## src/rtl/ucmd_dispatch.sv

```systemverilog
// rtl/ucmd_dispatch.sv - microcode sequencer command front-end with programmable entry table
module ucmd_dispatch #(
  parameter int UINST_ADDR_WIDTH = 9,
  parameter int LOOP_WIDTH       = 11,
  parameter int OP_WIDTH         = 3,
  parameter int CYC_WIDTH        = 16
) (
  input  logic                        clk,
  input  logic                        rstn,
  input  logic                        cfg_we,
  input  logic [OP_WIDTH-1:0]         cfg_addr,
  input  logic [2:0]                  cfg_sel,
  input  logic [LOOP_WIDTH-1:0]       cfg_data,
  input  logic                        cmd_valid,
  output logic                        cmd_ready,
  input  logic [OP_WIDTH-1:0]         cmd_op,
  input  logic [LOOP_WIDTH-1:0]       cmd_n,
  output logic                        start_pos,
  output logic [UINST_ADDR_WIDTH-1:0] upc_start,
  output logic [LOOP_WIDTH-1:0]       loop_0,
  output logic [LOOP_WIDTH-1:0]       loop_1,
  output logic [LOOP_WIDTH-1:0]       loop_2,
  output logic [LOOP_WIDTH-1:0]       loop_3,
  output logic [LOOP_WIDTH-1:0]       loop_4,
  input  logic                        done,
  output logic                        busy,
  output logic                        rsp_valid,
  input  logic                        rsp_ready,
  output logic [OP_WIDTH-1:0]         rsp_op,
  output logic [CYC_WIDTH-1:0]        rsp_cycles
);

  localparam int ENTRIES = 1 << OP_WIDTH;

  typedef enum logic [1:0] {S_IDLE, S_LAUNCH, S_BUSY, S_RESP} state_t;

  state_t state_q, state_d;

  logic [UINST_ADDR_WIDTH-1:0] upc_tbl_q  [ENTRIES];
  logic [LOOP_WIDTH-1:0]       loop_tbl_q [ENTRIES][5];

  logic [UINST_ADDR_WIDTH-1:0] upc_q;
  logic [LOOP_WIDTH-1:0]       loop_q [5];
  logic [OP_WIDTH-1:0]         op_q;
  logic [CYC_WIDTH-1:0]        cnt_q;
  logic [CYC_WIDTH-1:0]        rsp_cycles_q;
  logic [CYC_WIDTH-1:0]        cnt_inc;
  logic                        accept;

  assign accept  = (state_q == S_IDLE) && cmd_valid;
  assign cnt_inc = (&cnt_q) ? cnt_q : cnt_q + CYC_WIDTH'(1);

  // Table programming; a write in the accept cycle lands after the command has sampled the old entry
  always_ff @(posedge clk or negedge rstn) begin
    if (!rstn) begin
      for (int i = 0; i < ENTRIES; i++) begin
        upc_tbl_q[i] <= '0;
        for (int j = 0; j < 5; j++) begin
          loop_tbl_q[i][j] <= '0;
        end
      end
    end else if (cfg_we) begin
      if (cfg_sel == 3'd0) begin
        upc_tbl_q[cfg_addr] <= cfg_data[UINST_ADDR_WIDTH-1:0];
      end else if (cfg_sel <= 3'd5) begin
        loop_tbl_q[cfg_addr][cfg_sel - 3'd1] <= cfg_data;
      end
    end
  end

  // State register
  always_ff @(posedge clk or negedge rstn) begin
    if (!rstn) begin
      state_q <= S_IDLE;
    end else begin
      state_q <= state_d;
    end
  end

  // Next-state logic; done is only honoured in BUSY
  always_comb begin
    state_d = state_q;
    case (state_q)
      S_IDLE:   if (cmd_valid) state_d = S_LAUNCH;
      S_LAUNCH: state_d = S_BUSY;
      S_BUSY:   if (done) state_d = S_RESP;
      S_RESP:   if (rsp_ready) state_d = S_IDLE;
      default:  state_d = S_IDLE;
    endcase
  end

  // Handshake and status outputs decoded from state
  always_comb begin
    cmd_ready = 1'b0;
    start_pos = 1'b0;
    busy      = 1'b0;
    rsp_valid = 1'b0;
    case (state_q)
      S_IDLE:   cmd_ready = 1'b1;
      S_LAUNCH: begin
        start_pos = 1'b1;
        busy      = 1'b1;
      end
      S_BUSY:   busy = 1'b1;
      S_RESP:   rsp_valid = 1'b1;
      default:  cmd_ready = 1'b0;
    endcase
  end

  // Launch parameters latched at accept, cycle counter and response capture
  always_ff @(posedge clk or negedge rstn) begin
    if (!rstn) begin
      upc_q        <= '0;
      op_q         <= '0;
      cnt_q        <= '0;
      rsp_cycles_q <= '0;
      for (int j = 0; j < 5; j++) begin
        loop_q[j] <= '0;
      end
    end else begin
      if (accept) begin
        op_q      <= cmd_op;
        upc_q     <= upc_tbl_q[cmd_op];
        loop_q[0] <= (cmd_n != '0) ? cmd_n : loop_tbl_q[cmd_op][0];
        for (int j = 1; j < 5; j++) begin
          loop_q[j] <= loop_tbl_q[cmd_op][j];
        end
      end
      if (state_q == S_LAUNCH) begin
        cnt_q <= CYC_WIDTH'(1);
      end else if (state_q == S_BUSY) begin
        cnt_q <= cnt_inc;
        if (done) begin
          rsp_cycles_q <= cnt_inc;
        end
      end
    end
  end

  assign upc_start  = upc_q;
  assign loop_0     = loop_q[0];
  assign loop_1     = loop_q[1];
  assign loop_2     = loop_q[2];
  assign loop_3     = loop_q[3];
  assign loop_4     = loop_q[4];
  assign rsp_op     = op_q;
  assign rsp_cycles = rsp_cycles_q;

endmodule

```

## config.mk

```make
export PLATFORM = sky130hd
export DESIGN_NAME = ucmd_dispatch
export DESIGN_NICKNAME = d
export VERILOG_FILES = /design/src/rtl/ucmd_dispatch.sv
export SDC_FILE = /design/constraint.sdc
export NUM_CORES = 1
export LEC_CHECK = 0
export ABC_AREA = 1
export CAP_MARGIN = 10
export CORE_MARGIN = 8
export CORE_UTILIZATION = 33
export CTS_CLUSTER_SIZE = 14
export DETAILED_ROUTE_END_ITERATION = 16
export GPL_TIMING_DRIVEN = 0
export PLACE_DENSITY_LB_ADDON = 0.1
export SLEW_MARGIN = 20
export SYNTH_ARGS = -nofsm -noshare
export SYNTH_HDL_FRONTEND = slang
export SYNTH_SLANG_ARGS = --single-unit
```

## constraint.sdc

```tcl
create_clock -name clk -period 2.45 [get_ports clk]
set_input_delay 0.735 -clock clk [delete_from_list [all_inputs] [get_ports clk]]
set_output_delay 0.735 -clock clk [all_outputs]
set_load 0.02 [all_outputs]
```

==> impl_metrics.yaml <==
outcome:
  status: "finished, violations left"
  violations: "setup timing"
die:
  initial_core_util_pct: 33.19
  rows: 107
  design.die.area_mm2: 0.09512
  core_region_area_mm2: 0.08501
  num_io_pins: 124
  fp.dieH_um: 308.4
  fp.dieW_um: 308.4
sta:
  tightestPinTransition_ns: 1.231
  slew_headroom_pct: 17.95
  skew_ns: 0.02241
  timing.fmax_mhz: 402.4
  whs_ns: 0.08460
  hold_viol_final: 0
  rsz0062_at_grt: "false"
  fin_crit_ns: 2.485
  slew_violations: 0
  setup_slack_ns: -0.03487
  setup_violations: 1
  post-route-period-util_pct: 101.4
  fin_tns_setup_ns: -0.03487
worst_setup_path:
  cp_max_fo: 10
  worstPathCellList: "buf_2, clkbuf_2, buf_1, o21ai_0, o21ai_0, nand2_1, nand3_1"
  cpMaxStageDelayCell: "buf_1"
  required_ns: 2.99
  crit_path_end_kind: "flip-flop"
  max_stage_delay_ns: 0.58
  start_kind: "primary input"
  cp_num_buf_inv: 3
  crit_type: "in2reg"
  path_delay_family: "buffers and inverters"
  crit_top_cell: "o21ai_0"
  critPathArrivalTime_ns: 3.02
power:
  peakVddDrop_mv: 0.4526
  p_per_area_mw_per_mm2: 945.1
  clkPwrFrac_pct: 35.3
  power.total_mw: 32.04
  seqPwrFrac_pct: 41.6
  combPwrFrac_pct: 23.1
  p_switching_mw: 10.62
  netSwitchingFraction_pct: 33.16
  p_int_mw: 21.42
  p_leak_nw: 16.26
logic_synthesis:
  async_reset_ff_share_pct: 100.0
  synth_top_family_by_area: "simple AND/OR/NAND/NOR gates"
  yosysMostFrequentCell: "nand2_1"
  synth_cell_types: 37
  synth_top_cell_by_area: "dfrtp_1"
  synth-simple-area-share_pct: 21.83
  syn_area_mm2: 0.02822
  synth-edff-count: 0
  synth_adder_area_share_pct: 0.3547
  netlist.area_leader.share_pct: 54.36
  synth_area_per_cell_um2: 7.935
  ys_warn_count: 0
  ys_seq_elements: 613
  synth_common_cells: "nand2_1 (994), o21ai_0 (657), dfrtp_1 (613)"
  synth_compound_area_share_pct: 16.46
  synth_seq_area_share_pct: 54.36
  synth.net_count: 3601
  synthMuxAreaShare_pct: 0
  synthCells: 3556
  synth_xor_area_share_pct: 0.2439
  ys.flop_type: "dfrtp_1"
  synth_area_leaders: "dfrtp_1 (54%), nand2_1 (13%), o21ai_0 (12%), nor2_1 (4.7%), a21oi_1 (3.2%)"
finish:
  drive_above_1_share_pct: 9.239
  fin_nets: 3806
  fillers: 8842
  final_util_pct: 39.88
  syn2layout_area_growth_pct: 20.15
  final_cells: 4957
grt:
  grt_pass1_wl_mm: 185.9
  grt_pass1_vias: 25770
  overflow: 0
  track_usage_pct: 26.78
  antenna_found_initial: 9
  grt_max_degree: 93
route:
  drt-initial-drc-count: 2780
  wl_mm: 129.6
  via_per_inst: 5.286
  drc_errors: 0
  antenna_left: 0
  vias: 26200
  dr.pass1.iters: 6
  routedWlPerCell_um: 26.14
worst_hold_path:
  hold_class: "in2async"
cts:
  hold_buffers: 0
  cts_buffers: 72
  htree_levels: 3
  cts_root_buf: "clkbuf_16"
  clock_path_buffers: 3
  clock_sinks: 613
  cts_tree: "done"
  cts.reportedPaths.clkPinSlew_ns: 0.06
  worstSkewPairLatency_ns: 0.62
place:
  dp.cells: 4824
  gp_congestion: 0.8934
  io_buffers: 117
  dpl.hpwl_mm: 86.96
job:
  maxCapViolations: 0
[sequential cells by signal, indices dropped and copies added, names as in the netlist, 9 cells and up]
name / flops
upc_tbl_q: 72
loop_3: 11
upc_start: 9
loop_1: 11
cnt_q: 16
loop_2: 11
loop_0: 11
rsp_cycles: 16
loop_tbl_q: 440
loop_4: 11
[per-stage QoR]
stage	setup slack, ns	cell area (um2)
floorplan	0.1870	28220
global placement	-29.29	30820
detailed placement	-1.652	31060
CTS	-0.03814	33820
global route	0.0009328	33900
finish	-0.03487	33900
[cells in the final DEF (no fill, tap or decap), types with 4 or more instances in the layout]
| cell type | count |
|---|---|
| clkbuf_16 | 74 |
| bufinv_16 | 6 |
| o21ai_1 | 10 |
| clkbuf_8 | 18 |
| ha_1 | 6 |
| nor2_2 | 9 |
| nand2_2 | 5 |
| nand2_1 | 992 |
| nand3_1 | 148 |
| o21bai_1 | 4 |
| nor3_2 | 4 |
| clkdlybuf4s15_2 | 4 |
| nor2_1 | 340 |
| a21oi_1 | 181 |
| inv_1 | 204 |
| o21ai_0 | 657 |
| nor2_4 | 14 |
| buf_16 | 7 |
| nor3_1 | 7 |
| clkinv_2 | 11 |
| dlygate4sd2_1 | 14 |
| clkbuf_4 | 4 |
| nand3_4 | 7 |
| buf_1 | 8 |
| o22ai_1 | 48 |
| buf_2 | 57 |
| clkbuf_1 | 109 |
| clkbuf_2 | 77 |
| dfrtp_1 | 613 |
| xor2_1 | 5 |
| nand4_1 | 8 |
| clkdlybuf4s50_1 | 94 |
| buf_4 | 25 |
[final cells by class]
cell class	instances	area (um2)	area share (%)
buffer	262	1246	3.676
multi-input combinational	2466	11220	33.09
tap	1144	1431	4.222
antenna	3	7.507	0.02214
clock inverter	22	285.3	0.8415
timing repair buffer	135	1444	4.259
sequential	613	15340	45.25
inverter	211	797.0	2.351
clock buffer	101	2133	6.292
[worst paths after layout]
check / end / cells past startpoint / start / slack, ns
setup / recovery: loop_4[8] / 7 / cmd_op[1] / -0.03
hold / removal: loop_tbl_q[210] / 1 / rstn / 0.08
hold reg to reg: loop_tbl_q[225] / 2 / loop_tbl_q[225] / 0.48
min in group clk: loop_tbl_q[225] / 2 / loop_tbl_q[225] / 0.48
max in group asynchronous: loop_1[8] / 4 / rstn / 0.61
setup reg to reg: loop_2[0] / 8 / state_q[0] / 0.08
[worst register-to-register path, cell delays in order, from the launching register on]
cell     delay [ns]
dfrtp_1        0.42
inv_1          0.10
ha_2           0.22
nand2_2        0.34
nor2_4         0.25
buf_12         0.20
buf_2          0.44
nand2_1        0.23
nand3_1        0.11
[per-layer routing]
metal	track usage, %	routed length [um]
met1	36.49	56070
met2	42.03	58150
met3	4.895	9851
met4	10.62	5486
met5	0	0
[power groups by stage]
stage,clock network (mW),registers [mW],logic (mW)
after floorplan,0,13.8,3.32
after global placement,0,13.6,7.30
after detailed placement,0,13.5,7.43
after CTS,11.5,13.3,7.44
after global routing,11.8,13.6,8.14
final,11.3,13.3,7.41
[repair_timing]
item | 4_1_cts | 5_1_grt
buffers inserted | 6 | 5
pin swaps | 10 | 2
gates resized for setup | 121 | 41
setup endpoints to repair | 573 | 440
[cells by family after synthesis]
logic type	count (synthesis)
AOI/OAI and AO/OA	907
xor gates and xnor gates	7
adders and majority gates	8
buffers and inverters	477
DFF	613
and+or+nand+nor	1544
Power figures use the tool's default switching activity.
